===== src/rtl/power_state_ctrl.sv =====
// -----------------------------------------------------------------------------
// power_state_ctrl
//   Power on/off state machine for the car, driven by the single power button.
//   A hold of ON_HOLD consecutive pressed cycles turns the car ON; a hold of
//   OFF_HOLD consecutive pressed cycles while ON turns it OFF. After every
//   toggle the button must be released before another press is counted.
//   This block is the single source of power_on for all power-gated logic.
//
// Optional feature (compile-time macro AUTO_OFF_EN):
//   When defined, the car switches itself OFF after IDLE_TIMEOUT consecutive
//   ON cycles with no activity and no button press. When undefined, the idle
//   logic is absent and the car leaves ON only by long press or reset.
//
// Ports
//   clk        in   1  system clock
//   rst_n      in   1  asynchronous active-low reset
//   power_btn  in   1  synchronised button level, 1 = pressed
//   activity   in   1  drive/turn command this cycle (auto-off only)
//   power_on   out  1  car powered (registered)
//   on_pulse   out  1  strobe in the first cycle power_on is 1
//   off_pulse  out  1  strobe in the first cycle power_on is 0 after ON
//   state      out  2  FSM state: 00 OFF, 01 ON, 10 WAIT_REL
// -----------------------------------------------------------------------------
module power_state_ctrl #(
   parameter int ON_HOLD      = 50,
   parameter int OFF_HOLD     = 100,
   parameter int IDLE_TIMEOUT = 1000,
   parameter int CW           = 16
) (
   input  logic       clk,
   input  logic       rst_n,
   input  logic       power_btn,
   input  logic       activity,
   output logic       power_on,
   output logic       on_pulse,
   output logic       off_pulse,
   output logic [1:0] state
);

   typedef enum logic [1:0] {
      ST_OFF      = 2'b00,
      ST_ON       = 2'b01,
      ST_WAIT_REL = 2'b10
   } state_t;

   // Counter values seen on the edge that samples the final required cycle.
   localparam logic [CW-1:0] ON_MAX  = CW'(ON_HOLD - 1);
   localparam logic [CW-1:0] OFF_MAX = CW'(OFF_HOLD - 1);

   // Saturating increment so a very long hold never wraps back to zero.
   function automatic logic [CW-1:0] sat_inc(input logic [CW-1:0] v);
      if (v == {CW{1'b1}}) begin
         sat_inc = v;
      end else begin
         sat_inc = v + {{(CW-1){1'b0}}, 1'b1};
      end
   endfunction

   state_t        state_r;
   logic [CW-1:0] hold_cnt_r;
   logic          power_on_r;
   logic          on_pulse_r;
   logic          off_pulse_r;
   logic          timeout_s;

`ifdef AUTO_OFF_EN
   localparam logic [CW-1:0] IDLE_MAX = CW'(IDLE_TIMEOUT - 1);

   logic [CW-1:0] idle_cnt_r;
   logic          idle_s;

   assign idle_s    = ~activity & ~power_btn;
   assign timeout_s = (state_r == ST_ON) && idle_s && (idle_cnt_r == IDLE_MAX);

   // Idle counter: counts only while ON and idle; any activity, press,
   // timeout or departure from ON clears it.
   always_ff @(posedge clk or negedge rst_n) begin
      if (!rst_n) begin
         idle_cnt_r <= '0;
      end else if ((state_r == ST_ON) && idle_s && !timeout_s) begin
         idle_cnt_r <= sat_inc(idle_cnt_r);
      end else begin
         idle_cnt_r <= '0;
      end
   end
`else
   assign timeout_s = 1'b0;

   // activity and IDLE_TIMEOUT only matter with auto-off; tie them off here.
   logic unused_s;
   assign unused_s = &{1'b0, activity, (IDLE_TIMEOUT > 0)};
`endif

   // Main FSM with registered outputs; pulses default low every cycle.
   always_ff @(posedge clk or negedge rst_n) begin
      if (!rst_n) begin
         state_r     <= ST_OFF;
         hold_cnt_r  <= '0;
         power_on_r  <= 1'b0;
         on_pulse_r  <= 1'b0;
         off_pulse_r <= 1'b0;
      end else begin
         on_pulse_r  <= 1'b0;
         off_pulse_r <= 1'b0;
         case (state_r)
            ST_OFF: begin
               if (power_btn && (hold_cnt_r == ON_MAX)) begin
                  power_on_r <= 1'b1;
                  on_pulse_r <= 1'b1;
                  state_r    <= ST_WAIT_REL;
                  hold_cnt_r <= '0;
               end else if (power_btn) begin
                  hold_cnt_r <= sat_inc(hold_cnt_r);
               end else begin
                  hold_cnt_r <= '0;
               end
            end
            ST_ON: begin
               // Long press has priority over the idle timeout.
               if (power_btn && (hold_cnt_r == OFF_MAX)) begin
                  power_on_r  <= 1'b0;
                  off_pulse_r <= 1'b1;
                  state_r     <= ST_WAIT_REL;
                  hold_cnt_r  <= '0;
               end else if (timeout_s) begin
                  // Button is already released, so skip WAIT_REL.
                  power_on_r  <= 1'b0;
                  off_pulse_r <= 1'b1;
                  state_r     <= ST_OFF;
                  hold_cnt_r  <= '0;
               end else if (power_btn) begin
                  hold_cnt_r <= sat_inc(hold_cnt_r);
               end else begin
                  hold_cnt_r <= '0;
               end
            end
            ST_WAIT_REL: begin
               hold_cnt_r <= '0;
               if (!power_btn) begin
                  state_r <= power_on_r ? ST_ON : ST_OFF;
               end else begin
                  state_r <= ST_WAIT_REL;
               end
            end
            default: begin
               state_r    <= ST_OFF;
               hold_cnt_r <= '0;
               power_on_r <= 1'b0;
            end
         endcase
      end
   end

   assign power_on  = power_on_r;
   assign on_pulse  = on_pulse_r;
   assign off_pulse = off_pulse_r;
   assign state     = state_r;

endmodule

===== config.mk =====
export PLATFORM = sky130hd
export DESIGN_NAME = power_state_ctrl
export DESIGN_NICKNAME = d
export VERILOG_FILES = /design/src/rtl/power_state_ctrl.sv
export SDC_FILE = /design/constraint.sdc
export NUM_CORES = 1
export LEC_CHECK = 0
export ABC_AREA = 1
export CORE_MARGIN = 3
export CORE_UTILIZATION = 40
export CTS_BUF_LIST = sky130_fd_sc_hd__clkbuf_4 sky130_fd_sc_hd__clkbuf_8
export CTS_CLUSTER_DIAMETER = 200
export CTS_CLUSTER_SIZE = 20
export DETAILED_ROUTE_END_ITERATION = 8
export GPL_TIMING_DRIVEN = 1
export REMOVE_ABC_BUFFERS = 1
export SLEW_MARGIN = 0
export SYNTH_ARGS = -nofsm -noshare
export SYNTH_HDL_FRONTEND = slang
export SYNTH_SLANG_ARGS = --single-unit

===== constraint.sdc =====
create_clock -name clk -period 3.1 [get_ports clk]
set_input_delay 0.62 -clock clk [delete_from_list [all_inputs] [get_ports clk]]
set_output_delay 0.62 -clock clk [all_outputs]
set_load 0.05 [all_outputs]

Word level (Yosys, flattened, before mapping)
Cells that the tools add are included.
W data, S select, Z words.
- word-level logic and storage cells: 36
- bits in registers: 21
- input bits: 4
- output and inout port bits: 5
- eq/ne operators: 7
- add/sub/neg operators: 1
- muxes and demuxes: 17
- reduce and logical (&&, ||, !) cells: 5
- bitwise operators: 1
- operators by type and width (kind ; number):
    $mux W16 ; 4
    $pmux W16 S2 ; 1
    $add A16 B1 Y16 const B ; 1
    $eq A16 B16 Y1 const B ; 1
    $eq A16 B6 Y1 const B ; 1
    $eq A16 B7 Y1 const B ; 1
    $mux W1 ; 7
    $mux W2 ; 3
    $pmux W2 S3 ; 1
    $ne A2 B2 Y1 const B ; 2
    $pmux W1 S3 ; 1
    $reduce_and A3 Y1 ; 1
    $eq A2 B1 Y1 const B ; 1
    $eq A2 B2 Y1 const B ; 1
    $logic_and A1 B1 Y1 ; 2
    $logic_not A2 Y1 ; 1
    $reduce_and A2 Y1 ; 1
    $not A1 Y1 ; 1

Longest topological paths before layout
- depth after elaboration: 5
- mapped depth: 10
- depth with buffers taken out: 9

Worst setup path after synthesis
Ideal clock, no wire load.
- path kind: input-to-reg
- start: in power_btn
- end: reg hold_cnt_r[13]
- path buffers: 1
- setup time: 0.123 ns
- path slack: 1.541 ns
- arrival time: 1.436 ns
- cell stages on the path: 10
- data required time: 2.977 ns
- path through: buf_4 inv_1 nor2_1 nand2_1 nor2_1 nand2_1 nand2_1 nand2_1 nand2_1 nor2_1
- word-level cells in the longest chain between the ends: 3
- elaborated cells on any way between the ends: 6
- classes of those cells: mux (4); reduce/logical (2)
- ends and longest elaborated chain (what ; line ; RTL):
    start: declaration ; 32 ; input logic power_btn,
    $mux W16, or another cell as far along ; 112 ; end else if (power_btn) begin
    $mux W16 (on tied branches) ; 120, 107 ;
    $pmux W16 S2 * ; 105 ; case (state_r)
    end signal: assignment ; 113 ; hold_cnt_r <= sat_inc(hold_cnt_r);
    end signal: assignment ; 132 ; hold_cnt_r <= sat_inc(hold_cnt_r);
    end: declaration ; 60 ; logic [CW-1:0] hold_cnt_r;
Mark *: on every way between the ends. The rest lies on a longest branch, timed or not.
A chain may end at the register's enable or synchronous reset.

Worst setup path after layout
- start: reg state_r[1] (netlist: state[1])
- end: out state[1]
- RTL lines (what ; line ; RTL):
    start: declaration ; 59 ; state_t state_r;
    start signal: assignment ; 140 ; state_r <= power_on_r ? ST_ON : ST_OFF;
    end: declaration ; 37 ; output logic [1:0] state
No word-level cell between the ends.

==> out/metrics.yaml <==
crit_required_ns: 2.48
clock_sinks: 21
wl_met1_mm: 1.48
synth_edf_count: 0
rsz0062_at_grt: "no"
cp-end-kind: "primary output"
die_h_microns: 65.5
post-route-min-period_ns: 2.21
start_kind: "flip-flop"
clock_path_buffers: 2
top_layer_used: "met4"
yosysMostFrequentCell: "nand2_1"
gr-total-overflow: 0
clk_latency_ns: 0.30
fin_crit_sh_pct: 71.1
synth.avg_cell_area_sq_um: 6.75
antenna_found_initial: 0
final_layout_size_suffix_gt1_share_pct: 7.27
routed_wl_mm: 3.12
grt_use_total_pct: 16.9
multi_input_area_sq_um: 788
fmax_mhz: 453
cp.arrival_ns: 1.59
port_buffers: 7
gp_congestion: 0.867
die-width_microns: 65.5
seq_area_sq_um: 526
netlist_area_sq_mm: 0.00142
nFillCells: 357
pin_count: 9
antenna_cells: 0
status: "finished clean"
htree_levels: 1
vias: 1322
ys_types: 23
ys_seq_elements: 21
initial_utilization_pct: 44.3
slew_headroom_pct: 36.5
area_growth_syn_to_layout_pct: 10.7
final_nets: 227
p_per_area_mw_per_mm2: 306
cp_max_fo: 6
grt_max_degree: 22
finalSetupViolations: 0
antenna_left: 0
path_class: "reg2out"
yosysTopAreaCell: "dfrtp_1"
dp_slack_ns: 0.776
crit_path_top_delay_cell: "clkdlybuf4s50_1"
cts_tree: "done"
drc_errors: 0
dr_wl_met3_microns: 60
clkTransAtPathRegs_ns: 0.12
hold_viol: 0
finalMaxSlewViolations: 0
core_area_sq_mm: 0.00320
ys_top_cells_by_count: "nand2_1, nor2_1, inv_1"
irDropWorstVdd_mv: 0.191
netlist.area_leader.share_pct: 37.1
dr.first_iter.drc_count: 46
ys.flop_type: "dfrtp_1"
hold_path_class: "reg2reg"
hold_buffers: 0
grt_pass1_wl_mm: 5.63
postSynthCellCount: 210
rows: 20
crit_buf_inv: 1
yosysWarnings: 0
skew_ns: 0.00742
post_cts_buffers: 0
drt_first_pass_iters: 4
die_area_sq_mm: 0.00429
viasPerCell: 5.01
cp_top_family: "buffers and inverters"
synth-async-reset-ratio_pct: 100
grt_pass1_vias: 1300
cts_root_buf: "clkbuf_4"
setup_tns_ns: 0
final.setup.worst_slack_ns: 0.894
tightest_slew_ns: 0.950
ctsResizeCount: 0
power_leakage_uw: 0.000774
crit_chain: "clkdlybuf4s50_1"
synth_seq_area_share_pct: 37.1
tritoncts.num_buffers: 3
hpwlAfterDp_mm: 2.39
wl_per_cell_microns: 11.8
dr_wl_met2_mm: 1.54
drv_cap: 0
synthTopCellsByArea: "dfrtp_1, nand2_1, nor2_1, nand3_1, inv_1"
cpPeakStageDelay_ns: 0.84
-- metrics by stage --
stage	hold slack [ns]	area (sq um)	cells	total power (uW)	util [%]
floorplan	0.324	1410	208	322	-
global placement	0.483	1540	260	343	48.0
detailed placement	0.493	1540	260	345	48.0
CTS	0.522	1570	264	488	49.0
global route	0.573	1570	264	508	49.0
finish	0.518	1570	264	480	49.0
-- cell usage in the layout (no fill, tap or decap), types with 3 or more instances in the layout --
master,count
o21ai_0,6
xor2_1,3
nor2_1,42
inv_1,23
a21oi_1,7
clkbuf_4,4
nor3_1,4
nand4_1,11
clkdlybuf4s50_1,7
nand3_1,18
nand2_1,57
dfrtp_1,21
-- power breakdown --
part           internal [uW]  switching, uW
sequential               279           8.33
combinational           16.8           35.3
clock                   58.9           81.6
-- flip-flops by register name, summed over array words and instances, names as in the netlist --
register    cells
hold_cnt_r     16
off_pulse       1
on_pulse        1
power_on        1
state           2
-- logic make-up (layout without fill, tap and decap cells) --
group,after synthesis,after routing,share of synthesized area (%)
AO/OA/AOI/OAI,13,13,4.59
XOR/XNOR,4,4,2.47
adder cells (fa/ha/maj),2,2,1.76
buffers and inverters,26,36,7.33
flip-flops,21,21,37.1
AND/OR/NAND/NOR,144,144,46.8
-- layer usage --
metal  global-route usage [%]  up-vias
met1                     21.5      617
met3                     1.54        4
li1                         -      689
met5                        0        -
met4                     7.25        0
met2                     29.2       12
-- worst paths after layout --
check / startpoint / to / slack [ns] / cells after the start
max in group asynchronous: rst_n / hold_cnt_r[7] / 1.69 / 1
min in group asynchronous: rst_n / power_on / 0.83 / 1
worst max register to register: hold_cnt_r[0] / hold_cnt_r[4] / 1.37 / 9
worst min-delay path: power_on / power_on / 0.52 / 2
worst min register to register: power_on / power_on / 0.52 / 2
worst max-delay path: state[1] / state[1] / 0.89 / 1
-- area by class of cell --
class / count / area share (%)
Multi-Input combinational cell: 163 / 50.2
Sequential cell: 21 / 33.5
Inverter: 24 / 5.90
Timing Repair Buffer: 8 / 4.94
Tap cell: 44 / 3.51
Clock buffer: 4 / 1.91
Note: power is estimated with default switching activity, not from simulation.
